### config.mk
export PLATFORM = sky130hd
export DESIGN_NAME = display_shift_ctrl
export DESIGN_NICKNAME = d
export VERILOG_FILES = /design/src/rtl/display_shift_ctrl_pkg.sv /design/src/rtl/display_shift_ctrl_shift_timer.sv /design/src/rtl/display_shift_ctrl.sv
export SDC_FILE = /design/constraint.sdc
export NUM_CORES = 1
export LEC_CHECK = 0
export CORE_MARGIN = 5
export CORE_UTILIZATION = 58
export CTS_CLUSTER_DIAMETER = 80
export DETAILED_ROUTE_END_ITERATION = 10
export HOLD_SLACK_MARGIN = 0.15
export PLACE_DENSITY_LB_ADDON = 0.15
export SLEW_MARGIN = 10
export SYNTH_ARGS = -nofsm -noshare
export SYNTH_HDL_FRONTEND = slang
export SYNTH_SLANG_ARGS = --single-unit
### constraint.sdc
create_clock -name clk -period 3.35 [get_ports clk]
set_input_delay 0.5025 -clock clk [delete_from_list [all_inputs] [get_ports clk]]
set_output_delay 0.5025 -clock clk [all_outputs]
set_load 0.02 [all_outputs]
### src/rtl/display_shift_ctrl_pkg.sv
// Shared definitions for the display shift-chain controller: FSM state encoding
// and segment bit positions used by both this block and the BCD-to-segment decoder.
package display_shift_ctrl_pkg;

  localparam logic [1:0] IDLE     = 2'd0;
  localparam logic [1:0] SHIFT_LO = 2'd1;
  localparam logic [1:0] SHIFT_HI = 2'd2;
  localparam logic [1:0] LATCH    = 2'd3;

  // Bit positions inside one 8-bit digit register
  localparam int SEG_A    = 0;
  localparam int SEG_B    = 1;
  localparam int SEG_C    = 2;
  localparam int SEG_D    = 3;
  localparam int SEG_E    = 4;
  localparam int SEG_F    = 5;
  localparam int SEG_G    = 6;
  localparam int SEG_DP   = 7;
  localparam int SEG_BITS = SEG_DP + 1;

endpackage

### src/rtl/display_shift_ctrl_shift_timer.sv
// Loadable down-counter; expire is high in the CLK_DIV-th cycle after a load,
// which paces the shift-clock half-periods and the latch pulse width.
module shift_timer #(
  parameter int CLK_DIV = 2
) (
  input  logic clk,
  input  logic reset,
  input  logic load,
  input  logic en,
  output logic expire
);

  localparam logic [7:0] RELOAD = 8'(CLK_DIV - 1);

  logic [7:0] cnt;

  always_ff @(posedge clk) begin
    if (reset) begin
      cnt <= '0;
    end else if (load) begin
      cnt <= RELOAD;
    end else if (en && cnt != 8'd0) begin
      cnt <= cnt - 8'd1;
    end
  end

  assign expire = en && (cnt == 8'd0);

endmodule

### src/rtl/display_shift_ctrl.sv
// Frame capture and serial shift-out to a 74HC595-style chain, MSB first,
// followed by a storage-register latch pulse.
//
// state    | meaning
// IDLE     | waiting for refresh_req or a pending request
// SHIFT_LO | shift_clk low, serial_out settling for the current bit
// SHIFT_HI | shift_clk high, chain samples serial_out
// LATCH    | latch high, transfers the chain to the display outputs
module display_shift_ctrl
  import display_shift_ctrl_pkg::*;
#(
  parameter int NUM_DIGITS     = 4,
  parameter int CLK_DIV        = 2,
  parameter bit SEG_ACTIVE_LOW = 1'b0
) (
  input  logic                    clk,
  input  logic                    reset,
  input  logic                    refresh_req,
  input  logic [NUM_DIGITS*8-1:0] seg_data,
  input  logic                    blank,
  output logic                    serial_out,
  output logic                    shift_clk,
  output logic                    latch,
  output logic                    busy,
  output logic                    done
);

  localparam int TOTAL_BITS = NUM_DIGITS * SEG_BITS;
  localparam int BCW        = $clog2(TOTAL_BITS + 1);

  logic [1:0]            state;
  logic [TOTAL_BITS-1:0] frame;
  logic [BCW-1:0]        bits_left;
  logic                  pending;
  logic                  start;
  logic                  expire;
  logic                  tmr_load;
  logic                  last_bit;
  logic [TOTAL_BITS-1:0] capture_val;

  assign start       = (state == IDLE) && (refresh_req || pending);
  // No reload on leaving LATCH so the timer rests at zero while idle
  assign tmr_load    = start || (expire && state != LATCH);
  assign last_bit    = (bits_left == BCW'(1));
  assign capture_val = (blank ? '0 : seg_data) ^ {TOTAL_BITS{SEG_ACTIVE_LOW}};

  shift_timer #(.CLK_DIV(CLK_DIV)) u_timer (
    .clk    (clk),
    .reset  (reset),
    .load   (tmr_load),
    .en     (state != IDLE),
    .expire (expire)
  );

  always_ff @(posedge clk) begin
    if (reset) begin
      state      <= IDLE;
      frame      <= '0;
      bits_left  <= '0;
      pending    <= 1'b0;
      serial_out <= 1'b0;
      shift_clk  <= 1'b0;
      latch      <= 1'b0;
      busy       <= 1'b0;
      done       <= 1'b0;
    end else begin
      done <= 1'b0;
      if (refresh_req && state != IDLE) pending <= 1'b1;
      case (state)
        IDLE: begin
          if (start) begin
            frame      <= capture_val;
            serial_out <= capture_val[TOTAL_BITS-1];
            shift_clk  <= 1'b0;
            busy       <= 1'b1;
            pending    <= 1'b0;
            bits_left  <= BCW'(TOTAL_BITS);
            state      <= SHIFT_LO;
          end
        end
        SHIFT_LO: begin
          if (expire) begin
            shift_clk <= 1'b1;
            state     <= SHIFT_HI;
          end
        end
        SHIFT_HI: begin
          if (expire) begin
            shift_clk <= 1'b0;
            frame     <= frame << 1;
            bits_left <= bits_left - 1'b1;
            if (last_bit) begin
              latch <= 1'b1;
              state <= LATCH;
            end else begin
              serial_out <= frame[TOTAL_BITS-2];
              state      <= SHIFT_LO;
            end
          end
        end
        LATCH: begin
          if (expire) begin
            latch <= 1'b0;
            busy  <= 1'b0;
            done  <= 1'b1;
            state <= IDLE;
          end
        end
        default: state <= IDLE;
      endcase
    end
  end

endmodule

==> impl_metrics.py, run 1 <==
metrics = {
    "run_status": {
        "status": "completed",
    },
    "grt": {
        "grt_pass1_wl_mm": 10.4,
        "grtUsageTotal": 0.205,
        "gr-total-overflow": 0,
        "grt_pass1_vias": 2285,
        "grt_max_degree": 39,
        "antenna_found_initial": 0,
    },
    "synth": {
        "syn_avg_cell_area_um2": 8.59,
        "syn-num-nets": 359,
        "synth_seq_area_share": 0.387,
        "ys_warn_count": 0,
        "synth-main-ff-cell": "dfxtp_1",
        "synthCells": 319,
        "synth.distinct_cells": 45,
        "async_flop_share": 0,
        "synth_edf_count": 0,
        "synth_seq_cells": 53,
        "synth.cell_area_mm2": 0.00274,
    },
    "power_and_ir_drop": {
        "clockPowerShare": 0.121,
        "leakagePower_nw": 1.07,
        "switching_share": 0.448,
        "switchingPower_w": 0.00134,
        "p_comb_frac": 0.532,
        "pwr-share-seq": 0.347,
        "ir_drop_v": 0.000523,
        "cell_internal_pwr_w": 0.00164,
        "p_total_w": 0.00298,
        "powerDensity_mw_per_mm2": 935,
    },
    "clock_network": {
        "cts_hold_buf": 0,
        "htreeDepth": 2,
        "cts_setup_buffers": 0,
        "clockRootBuffer": "clkbuf_8",
        "clk_pin_slew_worst_paths_ns": 0.09,
        "cts_sinks": 53,
        "cts.path.max_buffers": 2,
        "cts_resized": 0,
        "clock_latency_ns": 0.30,
        "cts_tree": "done",
        "cts_buffers": 5,
    },
    "sta": {
        "slew_headroom": 0.516,
        "hold_viol_final": 0,
        "fin_crit_ns": 2.28,
        "period_share": 0.679,
        "tns_ns": 0,
        "worstMarginPinSlew_ns": 0.724,
        "maxSlewViolCount": 0,
        "setup_viol": 0,
        "holdWs_ns": 0.478,
        "max_freq_mhz": 439,
        "skew_ns": 0.00823,
        "grt_setup_unrepaired": "false",
    },
    "place": {
        "dpl.hpwl_mm": 4.07,
        "place.gp.congestion": 0.909,
        "io_buffer_count": 40,
    },
    "worst_setup_path": {
        "cp.required_ns": 3.55,
        "crit_arrival_ns": 2.48,
        "r2r_start": "u_timer.cnt[2]",
        "reg2reg_depth": 4,
        "startpoint_type": "flop",
        "rrSetupSlack_ns": 1.07,
        "rr_endpoint": "serial_out",
        "worst-path-max-fanout": 32,
        "crit_type": "flop to flop",
        "cp-end-kind": "flop",
    },
    "die": {
        "die_area_mm2": 0.00620,
        "die_w_um": 78.7,
        "num_rows": 25,
        "fp.dieH_um": 78.7,
        "core_mm2": 0.00466,
        "start_util": 0.588,
        "pin_count": 41,
    },
    "job": {
        "cap_violations": 0,
    },
    "worst_hold_path": {
        "min_path_type": "flop to flop",
        "hold_end": "shift_clk",
        "hold_depth": 2,
        "hp-start": "shift_clk",
    },
    "route": {
        "vias": 2450,
        "first_pass_iters": 4,
        "post_drt_wl_per_cell_um": 15.9,
        "drt-initial-drc-count": 134,
        "top_layer": "met4",
        "wl_met1_mm": 2.84,
        "drt.antenna.violating_nets": 0,
        "drc": 0,
        "vias_per_cell": 6.20,
        "met2_wirelength_mm": 3.11,
        "routed-wl-met3_um": 306,
        "routed_wl_mm": 6.30,
    },
    "cells_and_area": {
        "layout_common_cells": "a21oi_1 (71), dfxtp_1 (53), clkdlybuf4s50_1 (40)",
        "antennaDiodeCount": 0,
        "drive_above_1_share": 0.0792,
        "area_growth_pct": 16.3,
        "layout_commonest_cell": "a21oi_1",
        "final_net_count": 381,
    },
}
-- Yosys cell counts (3+ instances only) --
| cell type | number | area (µm²) |
|---|---|---|
| o21ai_0 | 4 | 20.0 |
| dfxtp_1 | 53 | 1060 |
| buf_6 | 4 | 45.0 |
| buf_4 | 3 | 22.5 |
| nand3_1 | 5 | 25.0 |
| inv_1 | 6 | 22.5 |
| buf_2 | 6 | 30.0 |
| a211oi_1 | 33 | 248 |
| xnor2_1 | 4 | 35.0 |
| nor2_1 | 18 | 67.6 |
| a21oi_1 | 71 | 355 |
| clkbuf_1 | 17 | 63.8 |
| ha_1 | 4 | 50.1 |
| nand2_1 | 7 | 26.3 |
| nor3_1 | 5 | 25.0 |
| nor3b_1 | 34 | 255 |
| nand4_1 | 3 | 18.8 |
| or3_1 | 3 | 18.8 |
| a31oi_1 | 6 | 37.5 |
-- area by class of cell --
type	instances	area (µm²)
well taps	54	67.6
inverters	6	22.5
repair buffers	47	465
multi-input cells	228	1480
fillers	388	1480
clock buffers	7	86.3
flip-flops and latches	53	1060
-- kinds of logic after synthesis --
| logic type | synth area share |
|---|---|
| mux | 0.0114 |
| simple gates | 0.199 |
| fa+ha+maj | 0.0183 |
| buf+inv | 0.0740 |
| compound gates | 0.297 |
| xor+xnor | 0.0128 |
| flops | 0.387 |
-- metal layers --
metal | GRT usage | vias to the layer above
li1 | - | 1229
met1 | 0.258 | 1157
met2 | 0.354 | 59
met3 | 0.0397 | 5
met4 | 0.0594 | 0
met5 | 0 | -
-- worst max-delay path, cell delays in order, from the launching register on --
cell and delay [ns]:
dfxtp_1 0.37, nor4_4 0.59, a31o_2 0.69, nand2_1 0.15, o41ai_1 0.36
-- through the flow --
stage | utilization | instance area [µm²] | worst slack, ns | std cells
5_1_grt | 0.683 | 3190 | 0.892 | 395
3_5_place_dp | 0.665 | 3100 | 1.11 | 388
6_report | 0.683 | 3190 | 1.07 | 395
3_3_place_gp | 0.665 | 3100 | 1.19 | 388
4_1_cts | 0.683 | 3190 | 1.08 | 395
2_1_floorplan | - | 2740 | 1.71 | 319
-- registers in the layout, indices dropped and copies added (netlist names) --
name / flops
bits_left: 6
u_timer.cnt: 8
frame: 31
latch: 1
state: 2
shift_clk: 1
busy: 1
pending: 1
done: 1
serial_out: 1
-- power groups by stage --
stage                     Clock, W  Sequential [W]  Combinational (W)
after detailed placement         0         0.00104            0.00156
after CTS                 0.000362         0.00103            0.00158
final                     0.000361         0.00103            0.00158
after floorplan                  0        0.000980            0.00141
after global routing      0.000393         0.00106            0.00175
after global placement           0         0.00104            0.00153
-- worst max-delay path by stage --
stage	endpoint	slack, ns	from
finish	serial_out	1.07	u_timer.cnt[2]
global route	serial_out	0.89	u_timer.cnt[0]
CTS	serial_out	1.08	u_timer.cnt[0]
detailed placement	serial_out	1.11	u_timer.cnt[2]
global placement	serial_out	1.19	u_timer.cnt[2]
floorplan	u_timer.cnt[2]	1.71	u_timer.cnt[0]
No activity file was read; power rests on OpenSTA's default activity.
==> run 2, diff against run 1 <==
--- a/config.mk
+++ b/config.mk
@@ -6,7 +6,7 @@
 export NUM_CORES = 1
 export LEC_CHECK = 0
 export CORE_MARGIN = 5
-export CORE_UTILIZATION = 58
+export CORE_UTILIZATION = 49
 export CTS_CLUSTER_DIAMETER = 80
 export DETAILED_ROUTE_END_ITERATION = 10
 export HOLD_SLACK_MARGIN = 0.15
==> constraint.sdc (replaced) <==
create_clock -name clk -period 1.9 [get_ports clk]
set_input_delay 0.285 -clock clk [delete_from_list [all_inputs] [get_ports clk]]
set_output_delay 0.285 -clock clk [all_outputs]
set_load 0.02 [all_outputs]
==> impl_metrics.py, run 2 (same netlist as run 1, synthesis figures left out) <==
metrics = {
    "run_status": {
        "status": "completed",
    },
    "die": {
        "pin_count": 41,
        "num_rows": 27,
        "start_util": 0.500,
        "die_area_mm2": 0.00719,
        "fp.dieH_um": 84.8,
        "die_w_um": 84.8,
        "core_mm2": 0.00547,
    },
    "route": {
        "drc": 0,
        "post_drt_wl_per_cell_um": 15.2,
        "vias": 2512,
        "wl_met1_mm": 3.17,
        "drt-initial-drc-count": 164,
        "vias_per_cell": 5.84,
        "first_pass_iters": 5,
        "routed-wl-met3_um": 227,
        "met2_wirelength_mm": 3.07,
        "drt.antenna.violating_nets": 0,
        "top_layer": "met4",
        "routed_wl_mm": 6.53,
    },
    "place": {
        "place.gp.congestion": 0.819,
        "dpl.hpwl_mm": 4.56,
        "io_buffer_count": 40,
    },
    "worst_hold_path": {
        "min_path_type": "primary input to flop",
        "hold_end": "busy",
        "hold_depth": 2,
        "hp-start": "reset",
    },
    "worst_setup_path": {
        "cp-end-kind": "flop",
        "rr_endpoint": "latch",
        "cpLargestDelayFamily": "simple AND/OR/NAND/NOR gates",
        "cp.required_ns": 2.11,
        "reg2reg_depth": 7,
        "critical_path.cell_chain": "inv_1, ha_1, nor3b_4, buf_4, and2_4, a31oi_1, a311oi_2",
        "rrSetupSlack_ns": 0.1,
        "startpoint_type": "flop",
        "worst-path-max-fanout": 11,
        "r2r_start": "u_timer.cnt[1]",
        "crit_arrival_ns": 2.02,
        "cp_slowest_cell": "dfxtp_1",
        "crit_type": "flop to flop",
        "cpPeakStageDelay_ns": 0.34,
        "path_buf_inv": 2,
    },
    "cells_and_area": {
        "layout_commonest_cell": "a21oi_1",
        "area_growth_pct": 22.9,
        "final_net_count": 398,
        "layout_common_cells": "a21oi_1 (71), dfxtp_1 (53), clkdlybuf4s50_1 (39)",
        "antennaDiodeCount": 0,
        "largest_register": "frame",
        "largestRegisters": "frame: 31 flops, u_timer.cnt: 8 flops, bits_left: 6 flops",
        "largest_reg_flops": 31,
        "drive_above_1_share": 0.131,
    },
    "power_and_ir_drop": {
        "ir_drop_v": 0.000680,
        "leakagePower_nw": 1.16,
        "powerDensity_mw_per_mm2": 1690,
    },
    "sta": {
        "worstMarginPinSlew_ns": 0.400,
        "max_freq_mhz": 554,
        "slew_headroom": 0.730,
        "tns_ns": 0,
        "maxSlewViolCount": 0,
        "fin_crit_ns": 1.80,
        "skew_ns": 0.00676,
        "period_share": 0.950,
        "setup_viol": 0,
        "holdWs_ns": 0.385,
        "hold_viol_final": 0,
    },
    "grt": {
        "grtUsageTotal": 0.177,
        "grt_pass1_wl_mm": 10.8,
        "gr-total-overflow": 0,
        "grt_max_degree": 43,
        "grt_pass1_vias": 2423,
        "antenna_found_initial": 0,
    },
    "clock_network": {
        "clock_latency_ns": 0.30,
        "cts_buffers": 5,
        "cts_hold_buf": 0,
        "clockRootBuffer": "clkbuf_8",
        "htreeDepth": 2,
        "cts.path.max_buffers": 2,
        "clk_pin_slew_worst_paths_ns": 0.09,
        "cts_sinks": 53,
        "cts_tree": "done",
    },
    "job": {
        "cap_violations": 0,
    },
}
[run 2: worst max path at each step]
stage / start / endpoint / slack (ns) / depth (start not counted)
6_report: u_timer.cnt[1] / latch / 0.1 / 7
4_1_cts: u_timer.cnt[1] / frame[1] / 0.13 / 7
5_1_grt: u_timer.cnt[1] / latch / -0.01 / 7
2_1_floorplan: u_timer.cnt[0] / u_timer.cnt[2] / 0.26 / 7
3_3_place_gp: refresh_req / frame[0] / 0.22 / 5
3_5_place_dp: u_timer.cnt[1] / frame[17] / 0.13 / 7
[run 2: what timing repair did]
| action | CTS | global route |
|---|---|---|
| buffers inserted | 0 | 0 |
| gates resized for setup | 0 | 3 |
| setup endpoints to repair | 0 | 6 |
[run 2: area by class of cell]
cell class	instances	area (µm²)
fill	495	2110
multi-input combinational	228	1500
sequential	53	1060
timing repair buffer	64	601
tap	72	90.1
clock buffer	6	82.6
inverter	6	22.5
clock inverter	1	7.51
[run 2: layer usage]
metal | track usage | vias up
met4 | 0.0504 | 0
met2 | 0.298 | 54
li1 | - | 1268
met1 | 0.233 | 1181
met3 | 0.0314 | 9
met5 | 0 | -
[run 2: stage by stage]
stage                     setup slack, ns  total power [W]   util  instance area, µm²  instances
after floorplan                     0.255          0.00421      -                2740        319
after global placement              0.220          0.00490  0.595                3260        423
after detailed placement            0.132          0.00499  0.595                3260        423
after CTS                           0.126          0.00564  0.612                3350        430
after global routing             -0.00966          0.00612  0.615                3370        430
final                              0.0958          0.00570  0.615                3370        430
[run 2: power breakdown]
part	internal, W	switching [W]
Sequential	0.00148	0.000296
Combinational	0.00146	0.00182
Clock	0.000289	0.000358
